<file path="src/rtl/multicycle_ctrl_if.sv">
// Control/handshake bundle between multicycle_ctrl (master) and the datapath plus
// shared instruction/data memory (slave).
interface multicycle_ctrl_if;
  // Handshake: the controller holds mem_req (with mem_read/mem_write/i_or_d stable)
  // until a cycle in which mem_ready = 1; that cycle completes the access.
  // mem_ready is meaningless whenever mem_req = 0.
  logic       enable;
  logic [3:0] opcode;
  logic       zero;
  logic       mem_ready;

  logic       mem_req;
  logic       mem_read;
  logic       mem_write;
  logic       i_or_d;
  logic       ir_write;
  logic       pc_write;
  logic [1:0] pc_src;
  logic [1:0] alu_src_b;
  logic [1:0] alu_op;
  logic       reg_dst;
  logic       mem_to_reg;
  logic       reg_write;
  logic       illegal_op;
  logic       mem_err;
  logic       halted;
  logic [2:0] state;

  modport master (
    input  enable, opcode, zero, mem_ready,
    output mem_req, mem_read, mem_write, i_or_d, ir_write, pc_write, pc_src,
           alu_src_b, alu_op, reg_dst, mem_to_reg, reg_write, illegal_op,
           mem_err, halted, state
  );

  modport slave (
    output enable, opcode, zero, mem_ready,
    input  mem_req, mem_read, mem_write, i_or_d, ir_write, pc_write, pc_src,
           alu_src_b, alu_op, reg_dst, mem_to_reg, reg_write, illegal_op,
           mem_err, halted, state
  );
endinterface

</file>
<file path="src/rtl/multicycle_ctrl.sv">
// Multi-cycle FSM sequencing the 16-bit datapath: fetch, decode, execute, memory, writeback.
// Optional MULTICYCLE_CTRL_PERF_EN adds cycle_count / instr_count performance counters.
module multicycle_ctrl #(
  parameter int MEM_TIMEOUT = 15,
  parameter int TO_W        = 4
) (
  input  logic                clock,
  input  logic                reset_n,
  multicycle_ctrl_if.master   bus
`ifdef MULTICYCLE_CTRL_PERF_EN
  ,
  output logic [31:0]         cycle_count,
  output logic [31:0]         instr_count
`endif
);

  typedef enum logic [2:0] {
    ST_FETCH  = 3'd0,
    ST_DECODE = 3'd1,
    ST_EXEC   = 3'd2,
    ST_MEM    = 3'd3,
    ST_WB     = 3'd4,
    ST_HALTED = 3'd5
  } state_t;

  localparam logic [3:0] OP_R    = 4'h0;
  localparam logic [3:0] OP_ADDI = 4'h1;
  localparam logic [3:0] OP_LW   = 4'h2;
  localparam logic [3:0] OP_SW   = 4'h3;
  localparam logic [3:0] OP_BEQ  = 4'h4;
  localparam logic [3:0] OP_J    = 4'h5;
  localparam logic [3:0] OP_HALT = 4'hF;

  localparam logic [TO_W-1:0] TO_LIMIT = TO_W'(MEM_TIMEOUT);

  state_t          r_state;
  logic [TO_W-1:0] r_to_cnt;
  logic            r_mem_err;
  logic            r_halted;

  state_t          w_next;
  logic            w_legal;
  logic            w_to_hit;
  logic            w_fault;
  logic            w_mem_req;
  logic            w_mem_read;
  logic            w_mem_write;
  logic            w_i_or_d;
  logic            w_ir_write;
  logic            w_pc_write;
  logic [1:0]      w_pc_src;
  logic [1:0]      w_alu_src_b;
  logic [1:0]      w_alu_op;
  logic            w_reg_dst;
  logic            w_mem_to_reg;
  logic            w_reg_write;
  logic            w_illegal_op;

  // Opcodes that run through EXEC; HALT is recognised separately.
  assign w_legal  = (bus.opcode == OP_R)   || (bus.opcode == OP_ADDI) ||
                    (bus.opcode == OP_LW)  || (bus.opcode == OP_SW)   ||
                    (bus.opcode == OP_BEQ) || (bus.opcode == OP_J);
  assign w_to_hit = (r_to_cnt == TO_LIMIT);

  always_comb begin
    w_next       = r_state;
    w_mem_req    = 1'b0;
    w_mem_read   = 1'b0;
    w_mem_write  = 1'b0;
    w_i_or_d     = 1'b0;
    w_ir_write   = 1'b0;
    w_pc_write   = 1'b0;
    w_pc_src     = 2'b00;
    w_alu_src_b  = 2'b00;
    w_alu_op     = 2'b00;
    w_reg_dst    = 1'b0;
    w_mem_to_reg = 1'b0;
    w_reg_write  = 1'b0;
    w_illegal_op = 1'b0;

    case (r_state)
      ST_FETCH: begin
        if (bus.enable) begin
          w_mem_req  = 1'b1;
          w_mem_read = 1'b1;
          if (bus.mem_ready) begin
            w_ir_write = 1'b1;
            w_pc_write = 1'b1;
            w_pc_src   = 2'b00;
            w_next     = ST_DECODE;
          end else if (w_to_hit) begin
            w_next = ST_HALTED;
          end
        end
      end

      ST_DECODE: begin
        if (bus.opcode == OP_HALT) begin
          w_next = ST_HALTED;
        end else if (w_legal) begin
          w_next = ST_EXEC;
        end else begin
          w_illegal_op = 1'b1;
          w_next       = ST_FETCH;
        end
      end

      ST_EXEC: begin
        case (bus.opcode)
          OP_R: begin
            w_alu_src_b = 2'b00;
            w_alu_op    = 2'b10;
            w_next      = ST_WB;
          end
          OP_ADDI: begin
            w_alu_src_b = 2'b01;
            w_alu_op    = 2'b00;
            w_next      = ST_WB;
          end
          OP_LW, OP_SW: begin
            w_alu_src_b = 2'b01;
            w_alu_op    = 2'b00;
            w_next      = ST_MEM;
          end
          OP_BEQ: begin
            w_alu_src_b = 2'b00;
            w_alu_op    = 2'b01;
            w_pc_write  = bus.zero;
            w_pc_src    = 2'b01;
            w_next      = ST_FETCH;
          end
          OP_J: begin
            w_pc_write = 1'b1;
            w_pc_src   = 2'b10;
            w_next     = ST_FETCH;
          end
          default: w_next = ST_FETCH;
        endcase
      end

      ST_MEM: begin
        w_mem_req   = 1'b1;
        w_i_or_d    = 1'b1;
        w_mem_read  = (bus.opcode == OP_LW);
        w_mem_write = (bus.opcode == OP_SW);
        if (bus.mem_ready) begin
          w_next = (bus.opcode == OP_LW) ? ST_WB : ST_FETCH;
        end else if (w_to_hit) begin
          w_next = ST_HALTED;
        end
      end

      ST_WB: begin
        w_reg_write  = 1'b1;
        w_reg_dst    = (bus.opcode == OP_R);
        w_mem_to_reg = (bus.opcode == OP_LW);
        w_next       = ST_FETCH;
      end

      ST_HALTED: w_next = ST_HALTED;

      default: w_next = ST_FETCH;
    endcase
  end

  // A ready arriving on the limit cycle takes the normal path, so the fault needs ~mem_ready.
  assign w_fault = w_mem_req && !bus.mem_ready && w_to_hit;

  always_ff @(posedge clock) begin
    if (!reset_n) begin
      r_state   <= ST_FETCH;
      r_to_cnt  <= '0;
      r_mem_err <= 1'b0;
      r_halted  <= 1'b0;
    end else begin
      r_state <= w_next;
      if ((w_next != r_state) || (w_mem_req && bus.mem_ready)) begin
        r_to_cnt <= '0;
      end else if (w_mem_req) begin
        r_to_cnt <= r_to_cnt + 1'b1;
      end
      if (w_fault) begin
        r_mem_err <= 1'b1;
      end
      if (w_next == ST_HALTED) begin
        r_halted <= 1'b1;
      end
    end
  end

  // Everything is forced low while reset_n is asserted, including the debug state.
  assign bus.mem_req    = reset_n & w_mem_req;
  assign bus.mem_read   = reset_n & w_mem_read;
  assign bus.mem_write  = reset_n & w_mem_write;
  assign bus.i_or_d     = reset_n & w_i_or_d;
  assign bus.ir_write   = reset_n & w_ir_write;
  assign bus.pc_write   = reset_n & w_pc_write;
  assign bus.pc_src     = {2{reset_n}} & w_pc_src;
  assign bus.alu_src_b  = {2{reset_n}} & w_alu_src_b;
  assign bus.alu_op     = {2{reset_n}} & w_alu_op;
  assign bus.reg_dst    = reset_n & w_reg_dst;
  assign bus.mem_to_reg = reset_n & w_mem_to_reg;
  assign bus.reg_write  = reset_n & w_reg_write;
  assign bus.illegal_op = reset_n & w_illegal_op;
  assign bus.mem_err    = reset_n & r_mem_err;
  assign bus.halted     = reset_n & r_halted;
  assign bus.state      = reset_n ? r_state : ST_FETCH;

`ifdef MULTICYCLE_CTRL_PERF_EN
  logic [31:0] r_cycle_count;
  logic [31:0] r_instr_count;

  always_ff @(posedge clock) begin
    if (!reset_n) begin
      r_cycle_count <= '0;
      r_instr_count <= '0;
    end else begin
      if (r_state != ST_HALTED) begin
        r_cycle_count <= r_cycle_count + 32'd1;
      end
      if ((r_state == ST_DECODE) && w_legal) begin
        r_instr_count <= r_instr_count + 32'd1;
      end
    end
  end

  assign cycle_count = reset_n ? r_cycle_count : 32'd0;
  assign instr_count = reset_n ? r_instr_count : 32'd0;
`endif

endmodule

</file>
<file path="src/flat_wrapper.sv">
// flat-port wrapper written by rule: the top's interface ports become plain ports
module multicycle_ctrl_flat 
#(
  parameter int MEM_TIMEOUT = 15,
  parameter int TO_W        = 4
)
  (clock, reset_n, bus_enable, bus_opcode, bus_zero, bus_mem_ready, bus_mem_req, bus_mem_read, bus_mem_write, bus_i_or_d, bus_ir_write, bus_pc_write, bus_pc_src, bus_alu_src_b, bus_alu_op, bus_reg_dst, bus_mem_to_reg, bus_reg_write, bus_illegal_op, bus_mem_err, bus_halted, bus_state);
  multicycle_ctrl_if bus_i ();
  input  logic clock;
  input  logic reset_n;
  input wire logic [$bits(bus_i.enable)-1:0] bus_enable;
  input wire logic [$bits(bus_i.opcode)-1:0] bus_opcode;
  input wire logic [$bits(bus_i.zero)-1:0] bus_zero;
  input wire logic [$bits(bus_i.mem_ready)-1:0] bus_mem_ready;
  output wire logic [$bits(bus_i.mem_req)-1:0] bus_mem_req;
  output wire logic [$bits(bus_i.mem_read)-1:0] bus_mem_read;
  output wire logic [$bits(bus_i.mem_write)-1:0] bus_mem_write;
  output wire logic [$bits(bus_i.i_or_d)-1:0] bus_i_or_d;
  output wire logic [$bits(bus_i.ir_write)-1:0] bus_ir_write;
  output wire logic [$bits(bus_i.pc_write)-1:0] bus_pc_write;
  output wire logic [$bits(bus_i.pc_src)-1:0] bus_pc_src;
  output wire logic [$bits(bus_i.alu_src_b)-1:0] bus_alu_src_b;
  output wire logic [$bits(bus_i.alu_op)-1:0] bus_alu_op;
  output wire logic [$bits(bus_i.reg_dst)-1:0] bus_reg_dst;
  output wire logic [$bits(bus_i.mem_to_reg)-1:0] bus_mem_to_reg;
  output wire logic [$bits(bus_i.reg_write)-1:0] bus_reg_write;
  output wire logic [$bits(bus_i.illegal_op)-1:0] bus_illegal_op;
  output wire logic [$bits(bus_i.mem_err)-1:0] bus_mem_err;
  output wire logic [$bits(bus_i.halted)-1:0] bus_halted;
  output wire logic [$bits(bus_i.state)-1:0] bus_state;
  assign bus_i.enable = bus_enable;
  assign bus_i.opcode = bus_opcode;
  assign bus_i.zero = bus_zero;
  assign bus_i.mem_ready = bus_mem_ready;
  assign bus_mem_req = bus_i.mem_req;
  assign bus_mem_read = bus_i.mem_read;
  assign bus_mem_write = bus_i.mem_write;
  assign bus_i_or_d = bus_i.i_or_d;
  assign bus_ir_write = bus_i.ir_write;
  assign bus_pc_write = bus_i.pc_write;
  assign bus_pc_src = bus_i.pc_src;
  assign bus_alu_src_b = bus_i.alu_src_b;
  assign bus_alu_op = bus_i.alu_op;
  assign bus_reg_dst = bus_i.reg_dst;
  assign bus_mem_to_reg = bus_i.mem_to_reg;
  assign bus_reg_write = bus_i.reg_write;
  assign bus_illegal_op = bus_i.illegal_op;
  assign bus_mem_err = bus_i.mem_err;
  assign bus_halted = bus_i.halted;
  assign bus_state = bus_i.state;
  multicycle_ctrl #(.MEM_TIMEOUT(MEM_TIMEOUT), .TO_W(TO_W)) u_core (.clock(clock), .reset_n(reset_n), .bus(bus_i));
endmodule
</file>
<file path="config.mk">
export PLATFORM = sky130hd
export DESIGN_NAME = multicycle_ctrl_flat
export DESIGN_NICKNAME = d
export VERILOG_FILES = /design/src/rtl/multicycle_ctrl_if.sv /design/src/rtl/multicycle_ctrl.sv /design/src/flat_wrapper.sv
export SDC_FILE = /design/constraint.sdc
export NUM_CORES = 1
export LEC_CHECK = 0
export BUFFER_PORTS_ARGS = -buffer_cell sky130_fd_sc_hd__buf_2
export CORE_MARGIN = 8
export CORE_UTILIZATION = 41
export DETAILED_ROUTE_END_ITERATION = 10
export MAX_ROUTING_LAYER = met4
export PLACE_DENSITY = 0.7
export SYNTH_ARGS = -nofsm -noshare
export SYNTH_HDL_FRONTEND = slang
export SYNTH_SLANG_ARGS = --single-unit
</file>
<file path="constraint.sdc">
create_clock -name clock -period 4.95 [get_ports clock]
set_clock_uncertainty 0.1 [all_clocks]
set_input_delay 0.2475 -clock clock [delete_from_list [all_inputs] [get_ports clock]]
set_output_delay 0.2475 -clock clock [all_outputs]
set_load 0.01 [all_outputs]
</file>
# == Word-level counts from Yosys, hierarchy flattened ==
# Cells that the tools add are included.
# totals
input_bits,9
out_inout_bits,21
register_bits,9
word_cells,83
# classes
muxes,32
eq_ne,14
n_reduce_logical,16
n_bitwise,16
add_sub_neg,1
# op_table
cell,count
$mux 3,7
$pmux 3 s5,1
$mux 1,13
$and 1x1->1,12
$eq 3x3->1 const B,3
$eq 4x2->1 const B,2
$eq 4x3->1 const B,2
$eq 4x4->1 const B,2
$mux 2,4
$pmux 1 s2,4
$pmux 2 s2,2
$and 2x2->2,3
$eq 3x2->1 const B,2
$logic_or 1x1->1,6
$pmux 3 s2,1
$reduce_or 2->1,3
$add 4x1->4 const B,1
$eq 4x1->1 const B,1
$logic_not 4->1,1
$eq 3x1->1 const B,1
$logic_and 1x1->1,3
$logic_not 3->1,1
$ne 3x3->1,1
$reduce_or 3->1,1
2 further kinds,2

# == Logic depth before layout (Yosys ltp) ==
# Gate-level depths: netlist of run 1.
# logic_depth
depth_word,12
mapped_depth,6
depth_no_buf,6

# == Worst setup path before layout of run 1 ==
# No wires, ideal clock.
# synth_path
path_type,register to output
startpoint,reg u_core.r_state[1]
endpoint,out bus_pc_src[1]
t_arrival_ns,1.545
required_time_ns,4.603
setup_slack_ns,3.058
n_path_buf,1
stages_incl_launch_ff,6
cell_sequence,dfxtp_1 buf_6 nor2b_1 nand3_1 or3b_2 nor3b_1
# synth_via
elab_chain_cells,3
# synth_rtl
element,line_no,text
start: declaration,multicycle_ctrl.sv:36,state_t r_state;
start signal: assignment,multicycle_ctrl.sv:176,r_state <= w_next;
$eq 3x2->1,multicycle_ctrl.sv:81,case (r_state)
$mux 2,--,
$and 2x2->2,multicycle_ctrl.sv:198,assign bus.pc_src = {2{reset_n}} & w_pc_src;
end: declaration,flat_wrapper.sv:21,output wire logic [$bits(bus_i.pc_src)-1:0] bus_pc_src;
# Every way passes these cells.

# == Worst setup path after layout of run 1 ==
# Same ends and word-level chain as after synthesis.

==> results.sh, run 1 <==
export IMPL_clock_root_buffer="clkbuf_4"
export IMPL_ys_ff_latch=9
export IMPL_synthCells=110
export IMPL_gr_total_overflow=0
export IMPL_detail_route_antenna_nets=0
export IMPL_hp_class="in -> reg"
export IMPL_drv_slew=0
export IMPL_vias=879
export IMPL_timing_rr_end="u_core.r_to_cnt[1]"
export IMPL_fin_nets=144
export IMPL_first_iter_violations=35
export IMPL_leakage_nw=0.4467
export IMPL_layout_common_cells="28 x buf_2, 9 x and2_1, 9 x dfxtp_1"
export IMPL_coreArea_um2=1962
export IMPL_status="finished clean"
export IMPL_cp_end_kind="primary output"
export IMPL_yosysWarnings=0
export IMPL_clockBufferDepth=2
export IMPL_cts_buffers=3
export IMPL_yosysTopAreaCellShare_pct=21.33
export IMPL_clk_pin_slew_worst_paths_ns=0.06
export IMPL_setup_viol=0
export IMPL_startpoint_type="flop"
export IMPL_syn_nets=120
export IMPL_ctsResizeCount=0
export IMPL_crit_type="reg -> out"
export IMPL_die_w_um=61.39
export IMPL_hold_viol=0
export IMPL_drive_above_1_share_pct=30.08
export IMPL_grt_usage_pct=12.20
export IMPL_dp_hpwl_um=1690
export IMPL_crit_fanout=18
export IMPL_maxCapViolCount=0
export IMPL_setup_tns_ns=0
export IMPL_antenna_found_initial=0
export IMPL_place_congestion=0.8445
export IMPL_post_drt_wl_per_cell_um=13.59
export IMPL_synth_flop_cell="dfxtp_1"
export IMPL_cts_sinks=9
export IMPL_drc_errors=0
export IMPL_yosysUniqueCellTypes=45
export IMPL_grt_setup_unrepaired="false"
export IMPL_slew_headroom_pct=66.48
export IMPL_worst_pin_slew_ns=0.5021
export IMPL_die_height_um=61.39
export IMPL_drt_first_pass_iters=4
export IMPL_post_route_period_util_pct=51.35
export IMPL_rr_startpoint="u_core.r_state[2]"
export IMPL_grt_pass1_vias=798
export IMPL_ios=30
export IMPL_ir_drop_mv=0.1462
export IMPL_worstSkewPairLatency_ns=0.26
export IMPL_routed_via_density=5.494
export IMPL_wl_um=2174
export IMPL_area_delta_synth_final_pct=17.63
export IMPL_cts_htree_levels=1
export IMPL_grt_pass1_wl_um=3470
export IMPL_period_needed_ns=2.542
export IMPL_rows=16
export IMPL_power_density_nw_per_um2=171.4
export IMPL_die_area_um2=3768
export IMPL_synth_edf_count=0
export IMPL_post_cts_buffers=0
export IMPL_fillers=223
export IMPL_final_common_cell="buf_2"
export IMPL_whs_path_depth=2
export IMPL_synth_area_leaders="dfxtp_1 21%, and2_1 6.7%, nor2b_1 4.4%, nor4_1 3.7%, a21oi_1 3.6%"
export IMPL_ff2ff_path_depth=5
export IMPL_start_util_pct=43.05
export IMPL_timing_fmax_mhz=393.4
export IMPL_antenna_cells=0
export IMPL_fin_util_pct=50.64
export IMPL_grt_max_degree=19
export IMPL_yosysSeqAreaShare_pct=21.33
export IMPL_yosysTopAreaCell="dfxtp_1"
export IMPL_min_delay_start="reset_n"
export IMPL_cts_hold_fix_buffers=0
export IMPL_async_flop_share_pct=0
export IMPL_cts_tree="built"
export IMPL_synth_area_um2=844.6
export IMPL_holdPathEnd="u_core.r_mem_err"
export IMPL_synth_avg_cell_area_um2=7.678
export IMPL_reg2reg_slack_ns=2.93
export IMPL_cp_required_ns=4.60
export IMPL_cp_arrival_ns=2.19
export IMPL_portBuffers=28
synth_stat cells (all sizes together) (2+ instances only):
library cell	n
o21a	3
nor2	8
nor4	5
and4	2
or3b	2
clkbuf	4
a32oi	2
nand3	3
nor3	4
a2111oi	2
nand2b	2
nor2b	6
nand2	7
and2	9
buf	5
o211ai	2
dfxtp	9
o21ai	3
xor2	2
a21oi	7
inv	4
worst max path at each step:
stage	cells past startpoint	startpoint	end	slack, ns
after detailed placement	5	u_core.r_state[1]	bus_pc_src[1]	2.72
after global routing	5	u_core.r_state[1]	bus_pc_src[1]	2.15
after floorplan	5	u_core.r_state[1]	bus_pc_src[1]	3.06
final	5	u_core.r_state[1]	bus_pc_src[1]	2.41
after CTS	5	u_core.r_state[1]	bus_pc_src[1]	2.42
after global placement	5	u_core.r_state[1]	bus_pc_src[1]	2.80
kinds of logic (layout without fill, tap and decap cells):
kind of cell / after synthesis / in the layout / synth area share [%]
xor gates and xnor gates: 3 / 3 / 3.112
muxes: 1 / 1 / 1.185
AOI/OAI and AO/OA: 26 / 26 / 25.48
and+or+nand+nor: 56 / 56 / 39.11
adders and majority gates: 1 / 1 / 1.481
other: 1 / 1 / 0.4440
buffers and inverters: 13 / 36 / 7.850
DFF: 9 / 9 / 21.33
metal layers:
layer | GRT usage, % | vias up | wire length, um
met5 | - | - | 0
li1 | - | 443 | -
met1 | 14.89 | 398 | 939
met2 | 18.36 | 36 | 989
met4 | 6.494 | 0 | 8
met3 | 2.505 | 2 | 237
worst max-delay path, cell delays in order (launching register included):
cell     delay, ns
dfxtp_1       0.63
nor2b_1       0.27
nand3_1       0.15
or3b_2        0.52
nor3b_1       0.20
buf_2         0.16
report_power, final:
part | switching, W | leakage, nW | internal (W)
registers | 0.00000312 | 0.0728 | 0.0000740
logic | 0.0000214 | 0.359 | 0.0000156
clock network | 0.0000251 | 0.0150 | 0.0000310
flip-flops by register name, summed over array words and instances (netlist names):
register / flops
u_core.r_halted: 1
u_core.r_mem_err: 1
u_core.r_state: 3
u_core.r_to_cnt: 4
layout make-up:
class                   count  area, um^2  share of cell area (%)
clock buffers               4       26.28                   2.645
inverters                   4       15.01                   1.511
multi-input cells          88       598.1                   60.20
flip-flops and latches      9       180.2                   18.14
well taps                  27       33.78                   3.401
repair buffers             28       140.1                   14.11
through the flow:
stage                     std cells  setup slack (ns)  hold slack [ns]  total power [W]  area (um^2)
after global placement          156             2.798           0.3440        0.0001149        967.2
final                           160             2.408           0.2222        0.0001703        993.5
after CTS                       160             2.415           0.2112        0.0001737        993.5
after global routing            160             2.152           0.2219        0.0001834        993.5
after detailed placement        156             2.723           0.3550        0.0001154        967.2
after floorplan                 110             3.058           0.3304        0.0001047        844.6
Note: power is estimated with default switching activity, not from simulation.
==> run 2: changes to the inputs <==
Settings changed: PLACE_DENSITY 0.7 to 0.72.
Clock period 4.95 ns to 2.3 ns, I/O delays scaled along.
==> run 2 against run 1 <==
Die area unchanged; via count rose by 1.3%; first-iteration DRC count grew 23%; register-to-register slack lost 2.6 ns; global-route usage is 0.39 points higher; non-clock buffer count grew 2; design area up 2.0%; critical path depth unchanged; sequential cell count did not move; power rose by 110%; routed wire length is 5.4% higher.
==> results.sh, run 2 (same netlist as run 1, synthesis figures left out) <==
export IMPL_multi_input_area_um2=600.6
export IMPL_grt_pass1_wl_um=3608
export IMPL_clock_root_buffer="clkbuf_4"
export IMPL_clk_pin_slew_worst_paths_ns=0.06
export IMPL_fillers=217
export IMPL_ios=30
export IMPL_p_int_w=0.0002607
export IMPL_die_height_um=61.39
export IMPL_status="finished clean"
export IMPL_leakage_nw=0.4584
export IMPL_die_w_um=61.39
export IMPL_wirelength_met1_um=1136
export IMPL_vias=890
export IMPL_portBuffers=28
export IMPL_ctsResizeCount=0
export IMPL_drc_errors=0
export IMPL_setup_tns_ns=0
export IMPL_pwr_share_comb_pct=22.5
export IMPL_cts_sinks=9
export IMPL_crit_start="u_core.r_state[2]"
export IMPL_crit_fanout=12
export IMPL_whs_path_depth=2
export IMPL_drive_above_1_share_pct=33.33
export IMPL_die_area_um2=3768
export IMPL_drt_first_pass_iters=4
export IMPL_wl_met3_um=193
export IMPL_cts_tree="built"
export IMPL_fin_area_um2=1013
export IMPL_timing_rr_end="u_core.r_to_cnt[0]"
export IMPL_cts_hold_fix_buffers=0
export IMPL_first_iter_violations=43
export IMPL_maxCapViolCount=0
export IMPL_dp_hpwl_um=1751
export IMPL_timing_fmax_mhz=466.9
export IMPL_clockBufferDepth=2
export IMPL_cp_required_ns=2.09
export IMPL_routed_via_density=5.494
export IMPL_start_util_pct=43.05
export IMPL_post_route_period_util_pct=93.12
export IMPL_fin_cells=162
export IMPL_reg2reg_slack_ns=0.31
export IMPL_cp_arrival_ns=1.93
export IMPL_ir_drop_mv=0.3036
export IMPL_detail_route_antenna_nets=0
export IMPL_fin_nets=146
export IMPL_cts_htree_levels=1
export IMPL_min_delay_start="reset_n"
export IMPL_ff2ff_path_depth=5
export IMPL_holdPathEnd="u_core.r_mem_err"
export IMPL_wl_um=2292
export IMPL_crit_type="reg -> out"
export IMPL_final_common_cell="buf_2"
export IMPL_power_share_sequential_pct=45.5
export IMPL_register_area_um2=182.7
export IMPL_dpl_cell_area_um2=982.2
export IMPL_antenna_found_initial=0
export IMPL_cts_buffers=3
export IMPL_grt_usage_pct=12.59
export IMPL_pwr_share_clk_pct=32.1
export IMPL_area_delta_synth_final_pct=20.00
export IMPL_rr_startpoint="u_core.r_state[2]"
export IMPL_layout_common_cells="28 x buf_2, 9 x and2_1, 8 x nor2_1"
export IMPL_hold_slack_ns=0.1016
export IMPL_grt_pass1_vias=791
export IMPL_dr_wl_met2_um=947
export IMPL_cp_end_kind="primary output"
export IMPL_startpoint_type="flop"
export IMPL_antenna_cells=0
export IMPL_worstSkewPairLatency_ns=0.25
export IMPL_regMostFlops="u_core.r_to_cnt"
export IMPL_coreArea_um2=1962
export IMPL_grt_setup_unrepaired="false"
export IMPL_reg_largest_list="u_core.r_to_cnt: 4 flops, u_core.r_state: 3 flops"
export IMPL_hp_class="in -> reg"
export IMPL_place_congestion=0.7997
export IMPL_rows=16
export IMPL_power_density_nw_per_um2=360.4
export IMPL_period_needed_ns=2.142
export IMPL_setup_viol=0
export IMPL_p_sw_w=0.0001045
export IMPL_largest_reg_flops=4
export IMPL_gr_total_overflow=0
export IMPL_drv_slew=0
export IMPL_placed_cells=158
export IMPL_highest_layer="met4"
export IMPL_hold_viol=0
export IMPL_post_drt_wl_per_cell_um=14.15
export IMPL_switching_share_pct=28.61
export IMPL_grt_max_degree=18
export IMPL_post_cts_buffers=0
[run 2: cell count changes in the layout (fill, tap and decap cells not counted), sizes merged]
cell | before | now
buf | 28 | 30
[run 2: how the worst max path moves through the flow]
stage | endpoint
after floorplan | u_core.r_to_cnt[0]
final | bus_pc_src[1]
after global placement | u_core.r_to_cnt[1]
after global routing | bus_pc_src[1]
after CTS | bus_pc_src[1]
after detailed placement | u_core.r_to_cnt[0]
[run 2: per-layer routing]
metal | up-vias | track usage [%]
met4 | 0 | 5.844
met2 | 26 | 19.40
met3 | 2 | 1.461
met5 | - | -
li1 | 450 | -
met1 | 412 | 15.96
[run 2: critical path, cell delays in order, from the launching register on]
cell and delay (ns):
dfxtp_1 0.45, inv_1 0.21, nand3_1 0.15, or3b_2 0.52, nor3b_1 0.19, buf_2 0.16
[run 2: layout make-up]
class / instances / area share (%)
clock buffers: 4 / 2.593
flip-flops and latches: 9 / 18.02
inverters: 4 / 1.481
multi-input cells: 88 / 59.26
well taps: 27 / 3.333
repair buffers: 30 / 15.31
[run 2: power groups by stage]
stage | registers [W] | clock network, W | logic, W
2_1_floorplan | 0.000165 | 0 | 0.0000600
3_3_place_gp | 0.000168 | 0 | 0.0000798
3_5_place_dp | 0.000169 | 0 | 0.0000816
4_1_cts | 0.000165 | 0.000125 | 0.0000821
5_1_grt | 0.000167 | 0.000128 | 0.0000902
6_report | 0.000166 | 0.000117 | 0.0000821
[run 2: per-stage QoR]
step / setup slack [ns] / total power (W) / util, %
floorplan: 0.5117 / 0.0002254 / -
global placement: 0.3429 / 0.0002482 / 50.06
detailed placement: 0.3347 / 0.0002502 / 50.06
CTS: 0.07780 / 0.0003720 / 51.40
global route: 0.02027 / 0.0003854 / 51.66
finish: 0.1582 / 0.0003652 / 51.66
==> run 3: changes to the inputs <==
Settings changed: CORE_UTILIZATION 41 to 44, PLACE_DENSITY 0.72 to 0.77.
==> run 3 against run 2 <==
Via count is 1.2% higher; final cell count unchanged; routed wire length shrank 4.3%; first-iteration DRC count down 42%; design area shrank 0.37%; sequential cell count unchanged; worst hold slack got worse by 0.0046 ns; die area fell by 5.1%; setup slack worse by 0.037 ns; sequential power about the same.
==> results.sh, run 3 (same netlist as run 1, synthesis figures left out) <==
export IMPL_cp_arrival_ns=1.96
export IMPL_grt_util_met3_pct=3.656
export IMPL_startpoint_type="flop"
export IMPL_post_route_period_util_pct=94.73
export IMPL_p_sw_w=0.0001022
export IMPL_cts_tree="built"
export IMPL_crit_fanout=16
export IMPL_status="finished clean"
export IMPL_vias=901
export IMPL_die_area_um2=3577
export IMPL_drt_first_pass_iters=4
export IMPL_post_drt_wl_per_cell_um=13.54
export IMPL_ir_drop_mv=0.2516
export IMPL_cp_required_ns=2.09
export IMPL_area_delta_synth_final_pct=19.56
export IMPL_dp_hpwl_um=1719
export IMPL_antenna_cells=0
export IMPL_largest_reg_flops=4
export IMPL_cts_buffers=3
export IMPL_crit_type="reg -> out"
export IMPL_p_int_w=0.0002604
export IMPL_ff2ff_path_depth=5
export IMPL_drc_errors=0
export IMPL_power_share_sequential_pct=45.6
export IMPL_post_cts_buffers=0
export IMPL_reg2reg_slack_ns=0.34
export IMPL_layout_common_cells="28 x buf_2, 9 x and2_1, 8 x nor2_1, 8 x dfxtp_1, 7 x nand2_1"
export IMPL_clk_pin_slew_worst_paths_ns=0.06
export IMPL_worstSkewPairLatency_ns=0.25
export IMPL_grt_max_degree=18
export IMPL_first_iter_violations=25
export IMPL_switching_share_pct=28.18
export IMPL_pwr_share_comb_pct=22.3
export IMPL_portBuffers=28
export IMPL_cts_hold_fix_buffers=0
export IMPL_coreArea_um2=1882
export IMPL_setup_tns_ns=0
export IMPL_setup_viol=0
export IMPL_die_w_um=59.81
export IMPL_grt_setup_unrepaired="false"
export IMPL_timing_fmax_mhz=459.0
export IMPL_rows=16
export IMPL_place_congestion=0.8296
export IMPL_grt_use_met1_pct=14.49
export IMPL_crit_path_end="bus_pc_src[1]"
export IMPL_fin_nets=146
export IMPL_die_height_um=59.81
export IMPL_cp_end_kind="primary output"
export IMPL_routed_via_density=5.562
export IMPL_drive_above_1_share_pct=31.85
export IMPL_crit_start="u_core.r_state[0]"
export IMPL_rr_startpoint="u_core.r_state[0]"
export IMPL_gr_total_overflow=0
export IMPL_hold_slack_ns=0.09697
export IMPL_final_common_cell="buf_2"
export IMPL_power_density_nw_per_um2=359.2
export IMPL_reg_largest_list="u_core.r_to_cnt: 4 flops, u_core.r_state: 3 flops"
export IMPL_hold_viol=0
export IMPL_grt_usage_pct=12.42
export IMPL_clock_root_buffer="clkbuf_4"
export IMPL_grt_most_used_layer="met2"
export IMPL_cts_sinks=9
export IMPL_grt_pass1_vias=792
export IMPL_clockBufferDepth=2
export IMPL_ios=30
export IMPL_detail_route_antenna_nets=0
export IMPL_hp_class="in -> reg"
export IMPL_maxCapViolCount=0
export IMPL_antenna_found_initial=0
export IMPL_met2_usage_pct=19.69
export IMPL_timing_rr_end="u_core.r_to_cnt[3]"
export IMPL_grt_pass1_wl_um=3512
export IMPL_period_needed_ns=2.179
export IMPL_start_util_pct=44.88
export IMPL_cts_htree_levels=1
export IMPL_regMostFlops="u_core.r_to_cnt"
export IMPL_drv_slew=0
export IMPL_pwr_share_clk_pct=32.1
export IMPL_wl_um=2194
export IMPL_leakage_nw=0.4580
## run 3: cell counts in the layout (fill, tap and decap cells not counted)
Identical to the previous run, type by type.
## run 3: critical path: stages (launching register included)
cell and delay (ns):
dfxtp_1 0.44, nor2b_1 0.26, nand3_1 0.16, or3b_2 0.52
nor3b_1 0.18, buf_2 0.16
## run 3: per-stage QoR
step	total power, W	utilization (%)	setup WS (ns)	cell area [um^2]	instances
global placement	0.0002473	52.19	0.3521	982.2	158
finish	0.0003626	53.66	0.1211	1010	162
global route	0.0003836	53.66	0.005389	1010	162
detailed placement	0.0002489	52.19	0.3391	982.2	158
CTS	0.0003666	53.59	0.08806	1008	162
floorplan	0.0002254	-	0.5117	844.6	110
## run 3: power by group through the flow
stage	Combinational, W	Clock (W)	Sequential, W
2_1_floorplan	0.0000600	0	0.000165
3_3_place_gp	0.0000787	0	0.000169
3_5_place_dp	0.0000801	0	0.000169
4_1_cts	0.0000811	0.000120	0.000166
5_1_grt	0.0000905	0.000127	0.000166
6_report	0.0000807	0.000116	0.000166
## run 3: how the worst min path moves through the flow
stage | start | endpoint | slack (ns) | cells past startpoint
after floorplan | bus_mem_ready | u_core.r_mem_err | 0.24 | 2
after global placement | u_core.r_halted | u_core.r_halted | 0.34 | 2
after detailed placement | u_core.r_halted | u_core.r_halted | 0.36 | 2
after CTS | reset_n | u_core.r_state[0] | 0.09 | 2
after global routing | reset_n | u_core.r_state[0] | 0.13 | 2
final | reset_n | u_core.r_state[0] | 0.1 | 2
## run 3: area by class of cell
class                      count  area (um^2)
sequential                     9        181.4
timing repair buffer          30        155.1
inverter                       4        15.01
multi-input combinational     88        598.1
clock buffer                   4        26.28
fill                         208        872.1
tap                           27        33.78
## run 3: per-layer routing
metal / wire length [um] / share of wire, %
met3: 204 / 9.3
met1: 1046 / 48
met5: 0 / 0
met4: 11 / 0.50
met2: 931 / 42
## run 3: repair_timing
action,in CTS,in global routing
resized for setup,0,1
setup endpoints to repair,0,2
endpoints found under the hold margin,0,0
